==> config.mk <==
export PLATFORM = sky130hd
export DESIGN_NAME = gbt_link_xu5
export DESIGN_NICKNAME = d
export VERILOG_FILES = /design/src/rtl/gbt_link_xu5.sv
export SDC_FILE = /design/constraint.sdc
export NUM_CORES = 1
export LEC_CHECK = 0
export ABC_AREA = 0
export CORE_ASPECT_RATIO = 0.9
export CORE_UTILIZATION = 50
export CTS_BUF_LIST = sky130_fd_sc_hd__clkbuf_4 sky130_fd_sc_hd__clkbuf_8
export DETAILED_ROUTE_END_ITERATION = 10
export MAX_ROUTING_LAYER = met4
export PLACE_DENSITY_LB_ADDON = 0.08
export SYNTH_ARGS = -nofsm -noshare
export SYNTH_HDL_FRONTEND = slang
export SYNTH_SLANG_ARGS = --single-unit
==> constraint.sdc <==
create_clock -name external_pll_source_120mhz -period 5.3 [get_ports external_pll_source_120mhz]
set_input_delay 1.06 -clock external_pll_source_120mhz [delete_from_list [all_inputs] [get_ports external_pll_source_120mhz]]
set_output_delay 1.06 -clock external_pll_source_120mhz [all_outputs]
set_load 0.02 [all_outputs]
==> src/rtl/gbt_link_xu5.sv <==
// gbt_link_xu5 - frame-level GBT-style optical link core for the XU5 SFP1 lane.
// TX serialises 84-bit user words into 120-bit frames, one line bit per clock.
// RX shifts in the lane, finds the frame boundary by bitslipping and reports lock.
// Optional feature macro: GBT_CRC_CHECK_EN (CRC-32 check field instead of zeros).
module gbt_link_xu5 #(
    parameter int DEBUG = 0
) (
    input  logic        external_pll_source_120mhz,
    input  logic        reset_n,
    input  logic        i_sfp1_los,
    input  logic        i_sfp1_gbitin_p,
    input  logic        i_sfp1_gbitin_n,
    output logic        o_sfp1_gbitout_p,
    output logic        o_sfp1_gbitout_n,
    input  logic [83:0] i_data_sent,
    input  logic        i_bitslip_reset,
    output logic [83:0] o_data_received,
    output logic        o_link_ready
);

    localparam logic [3:0] HDR_DATA = 4'b0101;
    localparam logic [3:0] HDR_IDLE = 4'b0110;
    localparam logic [6:0] CNT_LAST = 7'd119;

    typedef enum logic [1:0] {
        ST_LOS,
        ST_HUNT,
        ST_VERIFY,
        ST_LOCKED
    } state_t;

    // Debug probes may be attached here; the block has no functional content.
    if (DEBUG != 0) begin : g_debug_probe
    end

`ifdef GBT_CRC_CHECK_EN
    // CRC-32, poly 0x04C11DB7, init all ones, MSB first, no reflection, no final XOR.
    function automatic logic [31:0] crc32_88(input logic [87:0] d);
        logic [31:0] c;
        logic        fb;
        c = 32'hFFFF_FFFF;
        for (int i = 87; i >= 0; i--) begin
            fb = c[31] ^ d[i];
            c  = {c[30:0], 1'b0};
            if (fb) begin
                c = c ^ 32'h04C1_1DB7;
            end
        end
        return c;
    endfunction
`endif

    logic [6:0]   r_tx_cnt;
    logic [119:0] r_tx_shift;
    logic         r_tx_bit;
    logic [31:0]  w_tx_check;
    logic [119:0] w_tx_frame;

    logic [119:0] r_rx_shift;
    logic [6:0]   r_rx_cnt;
    logic         r_slip_pending;
    logic [119:0] w_frame;
    logic         w_eval;
    logic         w_hdr_ok;
    logic         w_is_data;
    logic         w_crc_ok;
    logic         w_good;

    state_t       r_state;
    logic [6:0]   r_slip_cnt;
    logic [3:0]   r_good_cnt;
    logic [2:0]   r_bad_cnt;
    logic [83:0]  r_data_received;
    logic         r_link_ready;
    logic         w_unused;

    // The frame about to be evaluated includes the bit arriving at this edge.
    assign w_frame   = {r_rx_shift[118:0], i_sfp1_gbitin_p};
    assign w_eval    = (r_rx_cnt == CNT_LAST);
    assign w_hdr_ok  = (w_frame[119:116] == HDR_DATA) || (w_frame[119:116] == HDR_IDLE);
    assign w_is_data = (w_frame[119:116] == HDR_DATA);

`ifdef GBT_CRC_CHECK_EN
    assign w_tx_check = crc32_88({HDR_DATA, i_data_sent});
    assign w_crc_ok   = (crc32_88(w_frame[119:32]) == w_frame[31:0]);
`else
    assign w_tx_check = 32'h0;
    assign w_crc_ok   = 1'b1;
`endif

    assign w_good     = w_hdr_ok && w_crc_ok;
    assign w_tx_frame = {HDR_DATA, i_data_sent, w_tx_check};

    assign o_sfp1_gbitout_p = r_tx_bit;
    assign o_sfp1_gbitout_n = ~r_tx_bit;
    assign o_data_received  = r_data_received;
    assign o_link_ready     = r_link_ready;

    // Only the positive leg of the RX pair is sampled.
    assign w_unused = ^{i_sfp1_gbitin_n, r_rx_shift[119], w_frame[31:0], r_slip_cnt};

    // TX: free-running bit counter; latch the user word at count 0 and shift MSB first.
    always_ff @(posedge external_pll_source_120mhz or negedge reset_n) begin
        if (!reset_n) begin
            r_tx_cnt   <= 7'd0;
            r_tx_shift <= '0;
            r_tx_bit   <= 1'b0;
        end else begin
            r_tx_cnt <= (r_tx_cnt == CNT_LAST) ? 7'd0 : r_tx_cnt + 7'd1;
            if (r_tx_cnt == 7'd0) begin
                r_tx_bit   <= w_tx_frame[119];
                r_tx_shift <= {w_tx_frame[118:0], 1'b0};
            end else begin
                r_tx_bit   <= r_tx_shift[119];
                r_tx_shift <= {r_tx_shift[118:0], 1'b0};
            end
        end
    end

    // RX: shift every clock; a pending bitslip holds the frame counter for one clock.
    always_ff @(posedge external_pll_source_120mhz or negedge reset_n) begin
        if (!reset_n) begin
            r_rx_shift <= '0;
            r_rx_cnt   <= 7'd0;
        end else begin
            r_rx_shift <= w_frame;
            if (!r_slip_pending) begin
                r_rx_cnt <= (r_rx_cnt == CNT_LAST) ? 7'd0 : r_rx_cnt + 7'd1;
            end
        end
    end

    // RX alignment FSM: LOS beats bitslip_reset, which beats frame evaluation.
    always_ff @(posedge external_pll_source_120mhz or negedge reset_n) begin
        if (!reset_n) begin
            r_state         <= ST_LOS;
            r_slip_cnt      <= 7'd0;
            r_good_cnt      <= 4'd0;
            r_bad_cnt       <= 3'd0;
            r_slip_pending  <= 1'b0;
            r_data_received <= '0;
            r_link_ready    <= 1'b0;
        end else begin
            r_slip_pending <= 1'b0;
            if (i_sfp1_los) begin
                r_state      <= ST_LOS;
                r_link_ready <= 1'b0;
                r_good_cnt   <= 4'd0;
                r_bad_cnt    <= 3'd0;
            end else if (r_state == ST_LOS) begin
                r_state <= ST_HUNT;
            end else if (i_bitslip_reset) begin
                r_state      <= ST_HUNT;
                r_link_ready <= 1'b0;
                r_slip_cnt   <= 7'd0;
                r_good_cnt   <= 4'd0;
                r_bad_cnt    <= 3'd0;
            end else if (w_eval) begin
                case (r_state)
                    ST_HUNT: begin
                        if (w_good) begin
                            r_state    <= ST_VERIFY;
                            r_good_cnt <= 4'd1;
                        end else begin
                            r_slip_pending <= 1'b1;
                            r_slip_cnt     <= (r_slip_cnt == CNT_LAST) ? 7'd0 : r_slip_cnt + 7'd1;
                        end
                    end
                    ST_VERIFY: begin
                        if (w_good) begin
                            r_good_cnt <= r_good_cnt + 4'd1;
                            if (r_good_cnt == 4'd7) begin
                                r_state      <= ST_LOCKED;
                                r_link_ready <= 1'b1;
                                r_bad_cnt    <= 3'd0;
                            end
                        end else begin
                            r_state        <= ST_HUNT;
                            r_good_cnt     <= 4'd0;
                            r_slip_pending <= 1'b1;
                            r_slip_cnt     <= (r_slip_cnt == CNT_LAST) ? 7'd0 : r_slip_cnt + 7'd1;
                        end
                    end
                    ST_LOCKED: begin
                        if (w_good) begin
                            r_bad_cnt <= 3'd0;
                            if (w_is_data) begin
                                r_data_received <= w_frame[115:32];
                            end
                        end else if (r_bad_cnt == 3'd3) begin
                            r_state      <= ST_HUNT;
                            r_link_ready <= 1'b0;
                            r_bad_cnt    <= 3'd0;
                            r_good_cnt   <= 4'd0;
                        end else begin
                            r_bad_cnt <= r_bad_cnt + 3'd1;
                        end
                    end
                    default: begin
                        r_state <= ST_LOS;
                    end
                endcase
            end
        end
    end

endmodule

**Word level (Yosys, flattened, before mapping)**

Index checks and enable logic that the tools add are counted.

- Word-level logic and storage cells: 98
- Bits in registers: 349

- Mux-type cells: 47
- Add/sub/neg operators: 4
- Reductions and logical operators: 13
- Eq/ne operators: 19
- Bitwise gates (word level): 4

Operator list:

| kind | number |
|---|---|
| $mux 120 | 1 |
| $mux 4 | 8 |
| $mux 3 | 8 |
| $ne 4x4->1 const B | 5 |
| $mux 2 | 9 |
| $mux 1 | 15 |
| $ne 5x5->1 const B | 3 |
| $add 7x1->7 const B | 2 |
| $eq 7x7->1 const B | 2 |
| $mux 7 | 2 |
| $reduce_and 7->1 | 2 |
| $eq 4x3->1 const B | 3 |
| $pmux 4 s3 | 1 |
| $reduce_and 5->1 | 2 |
| $reduce_bool 4->1 | 2 |
| $logic_not 7->1 | 1 |
| $ne 6x6->1 const B | 1 |
| $pmux 2 s3 | 1 |
| $pmux 3 s2 | 1 |
| $reduce_and 6->1 | 1 |
| $reduce_bool 5->1 | 1 |
| $add 4x1->4 const B | 1 |
| $eq 2x2->1 const B | 2 |
| $not 1->1 | 4 |
| other kinds (9) | 9 |

**Longest topological paths before layout**

- Depth after elaboration: 8
- Gate-level depth with buffers: 8

**Least setup slack after synthesis**

Ideal clock, no wire load.

- Kind: input to register
- From: in i_sfp1_los
- To: reg r_data_received[23] (netlist: o_data_received[23])
- Slack: 2.624 ns
- Cell stages on the path: 8
- Path buffers: 3
- Setup time: 0.127 ns
- Arrival: 2.548 ns
- Cells stage by stage: or2_1 -> buf_2 -> nor2_4 -> nand2_2 -> nor4_4 -> buf_6 -> buf_8 -> mux2_1

- Longest elaborated chain between the ends: 2

Ends and longest elaborated chain:

| element | RTL line | text |
|---|---|---|
| start, declared | 10 | `input logic i_sfp1_los,` |
| $not 1->1 (no line) | - |  |
| $reduce_and 7->1 (no line) | - |  |
| end signal, assigned | 188 | `r_data_received <= w_frame[115:32];` |
| end, declared | 73 | `logic [83:0] r_data_received;` |

Every way passes these cells.
A chain may end at the register's enable or synchronous reset.

**Worst setup path in the final report**

- From: in i_sfp1_los
- To: reg r_data_received[5] (netlist: o_data_received[5])

Same word-level chain as after synthesis.

==> metrics.cfg <==
[clock_tree]
cts.path.max_buffers = 3
cts-root-buf = clkbuf_8
cts_setup_buffers = 0
path_clk_slew_ns = 0.06
insertion_delay_ns = 0.55
cts_tree = yes
cts_max_level = 2
cts_resized = 0
clock_sinks = 316
cts_inserted_buffers = 48
ctsHoldBuffers = 0

[timing]
fin_ws_ns = 2.03
setup_tns_ns = 0
fin_crit_sh_pct = 61.7
tightestPinTransition_ns = 1.03
finClkSkew_ns = 0.0158
setup_viol_count_final = 0
relSlewSlack_pct = 31.1
final_hold_viol_count = 0
layout_min_cycle_time_ns = 3.27
fmax_mhz = 306
slew_viol_final = 0
grt_setup_unrepaired = no

[layout]
drive_above_1_share_pct = 23.6
fillers = 1487
final_nets = 949
syn_to_final_growth_pct = 28.3
antennaDiodeCount = 0

[place]
place.gp.congestion = 0.877
hpwl_um = 12500
pre_cts_ws_ns = 1.47
io_buffer_count = 175

[floorplanning]
rows = 50
die_w_um = 157
die_area_sq_mm = 0.0223
die_y_um = 142
ioPinCount = 177
core_area_sq_mm = 0.0211
initial_core_util_pct = 51.5

[worst_setup_path]
path_class = in2reg
crit_arrival_ns = 3.69
cpLargestDelayFamily = buffers and inverters
required_ns = 5.72
cp_max_fo = 70
critical_path_buf_inv_count = 2
cpMaxStageDelayCell = buf_4
startpoint = i_sfp1_los
endpoint_kind = register
path_cells = clkdlybuf4s50_1, or2_1, nor2_4, nand2_2, nor4_4, buf_4, mux2_2
r2r-start = r_rx_cnt[0]$_DFFE_PN0N_
worstSetupStartpointType = primary input
max_stage_delay_ns = 0.75

[worst_hold_path]
hold_class = reg2reg
hold_path.startpoint = r_rx_shift[6]$_DFF_PN0_

[synth]
async_reset_ff_share_pct = 100
ys_seq_area_share_pct = 72.8
avgSynthCellArea_sq_um = 17.0
synth_cell_types = 48
yosys_warnings = 0
synth-seq-cells = 316
syn_inst = 639
synth_ff_type = dfrtp_1
syn_area_sq_mm = 0.0109
synth-edff-count = 0
synthesis.nets = 738

[outcome]
status = finished, final reports clean

[drt]
ant_nets = 0
routed_via_density = 4.95
drt-initial-drc-count = 256
dr.pass1.iters = 4
dr_total_vias = 5799
wirelength_um = 19100
wl_per_cell_um = 16.3
drc = 0

[pwr]
pwr_density_cell_mw_per_mm2 = 338
p_leak_nw = 6.76
irDropWorstVdd_uv = 194

[global_route]
grt_pass1_wl_um = 31800
grt-ovfl-total = 0
first_global_vias = 6370
grt_max_degree = 123
track_usage_pct = 18.7
antenna_found_initial = 0

[run]
maxCapViolations = 0

## synth_stat cells, drive strengths merged (5+ instances only)
master | count | share of area, %
nor2b | 6 | 0.35
clkbuf | 6 | 0.21
a21o | 6 | 0.41
ha | 9 | 1.0
mux2 | 171 | 18
dfrtp | 316 | 73
nor4 | 5 | 0.43
nand3 | 7 | 0.32
nor2 | 11 | 0.52
buf | 13 | 1.2
nand2b | 7 | 0.40
nand2 | 13 | 0.47
o21ai | 11 | 0.51
inv | 10 | 0.35
## registers in the layout, indices dropped and copies added (netlist names)
register and flops:
r_slip_pending 1, r_bad_cnt 3, r_tx_cnt 7, o_data_received 84
r_rx_cnt 7, o_link_ready 1, r_rx_shift 119, r_good_cnt 4
o_sfp1_gbitout_p 1, r_state 2, r_tx_shift 87
## metrics by stage
step                      area, sq um  hold WS, ns  std cells  total power, mW  utilization (%)
final                           13900        0.346       1172             4.71             66.1
after detailed placement        12900        0.336       1086             2.66             61.2
after global placement          12900        0.335       1086             2.65             61.2
after floorplan                 10900        0.331        639             2.53                -
after CTS                       13900        0.350       1172             4.78             66.1
after global routing            13900        0.358       1172             4.92             66.1
## worst paths after layout
kind	endpoint	slack [ns]	cells after the start
hold reg to reg	r_rx_shift[7]$_DFF_PN0_	0.35	0
setup / recovery	o_data_received[5]$_DFFE_PN0P_	2.03	7
min in group asynchronous	o_data_received[66]$_DFFE_PN0P_	0.49	1
max in group asynchronous	r_tx_shift[118]$_DFF_PN0_	3.71	2
hold / removal	r_rx_shift[7]$_DFF_PN0_	0.35	0
setup reg to reg	o_data_received[5]$_DFFE_PN0P_	2.51	7
## logic make-up (layout without fill, tap and decap cells)
kind of cell | count (synthesis) | after routing | synth area share (%)
multiplexers | 172 | 172 | 17.8
XOR/XNOR | 7 | 7 | 0.564
flip-flops | 316 | 316 | 72.8
AND/OR/NAND/NOR | 72 | 72 | 3.95
adder cells (fa/ha/maj) | 9 | 9 | 1.04
AO/OA/AOI/OAI | 34 | 34 | 2.13
buffers and inverters | 29 | 276 | 1.75
## cell usage in the layout, fill, tap and decap left out, types with 2 or more instances in the layout
cell type / count
clkinv_2: 4
nor2b_1: 6
nand4_1: 4
xnor2_1: 3
nor3b_1: 2
nand3_1: 7
buf_12: 2
and3_1: 2
o31ai_1: 2
nand2_1: 12
nor3_1: 4
nor4_1: 4
clkbuf_4: 16
a21o_1: 6
xor2_1: 4
or3_1: 2
o211ai_1: 3
dfrtp_1: 316
nor2_4: 2
ha_1: 9
buf_4: 3
and2_1: 3
a22o_1: 2
nand2b_1: 7
nor2_1: 9
a31oi_1: 2
mux2_1: 60
mux2_2: 111
clkbuf_8: 62
clkdlybuf4s50_1: 174
o21ai_0: 11
inv_1: 10
## report_power, final
| group | internal, mW | switching, mW | leakage (nW) |
|---|---|---|---|
| Clock | 1.21 | 0.888 | 0.560 |
| Combinational | 0.0783 | 0.0688 | 2.02 |
| Sequential | 2.45 | 0.0129 | 4.18 |
| Total | 3.74 | 0.969 | 6.76 |
## worst reg2reg max path, cell delays in order, from the launching register on
cell	delay, ns
dfrtp_1	0.41
ha_1	0.23
nand4b_2	0.21
nor2_4	0.24
nand2_2	0.10
nor4_4	0.28
buf_4	0.75
mux2_2	0.46
## layout make-up
cell class	count	area, sq um	area share, %
clock buffer	78	973	6.98
multi-input combinational	294	2770	19.9
clock inverter	8	77.6	0.556
timing repair buffer	180	1820	13.0
inverter	10	37.5	0.269
sequential	316	7910	56.7
tap	286	358	2.57
## layer usage
| layer | global-route usage (%) | vias to the layer above | share of wire (%) |
|---|---|---|---|
| li1 | - | 2649 | - |
| met4 | 5.37 | 0 | 1.2 |
| met3 | 5.83 | 27 | 6.6 |
| met1 | 24.1 | 2953 | 44 |
| met2 | 28.7 | 170 | 48 |
| met5 | - | - | 0 |
Power figures use the tool's default switching activity.
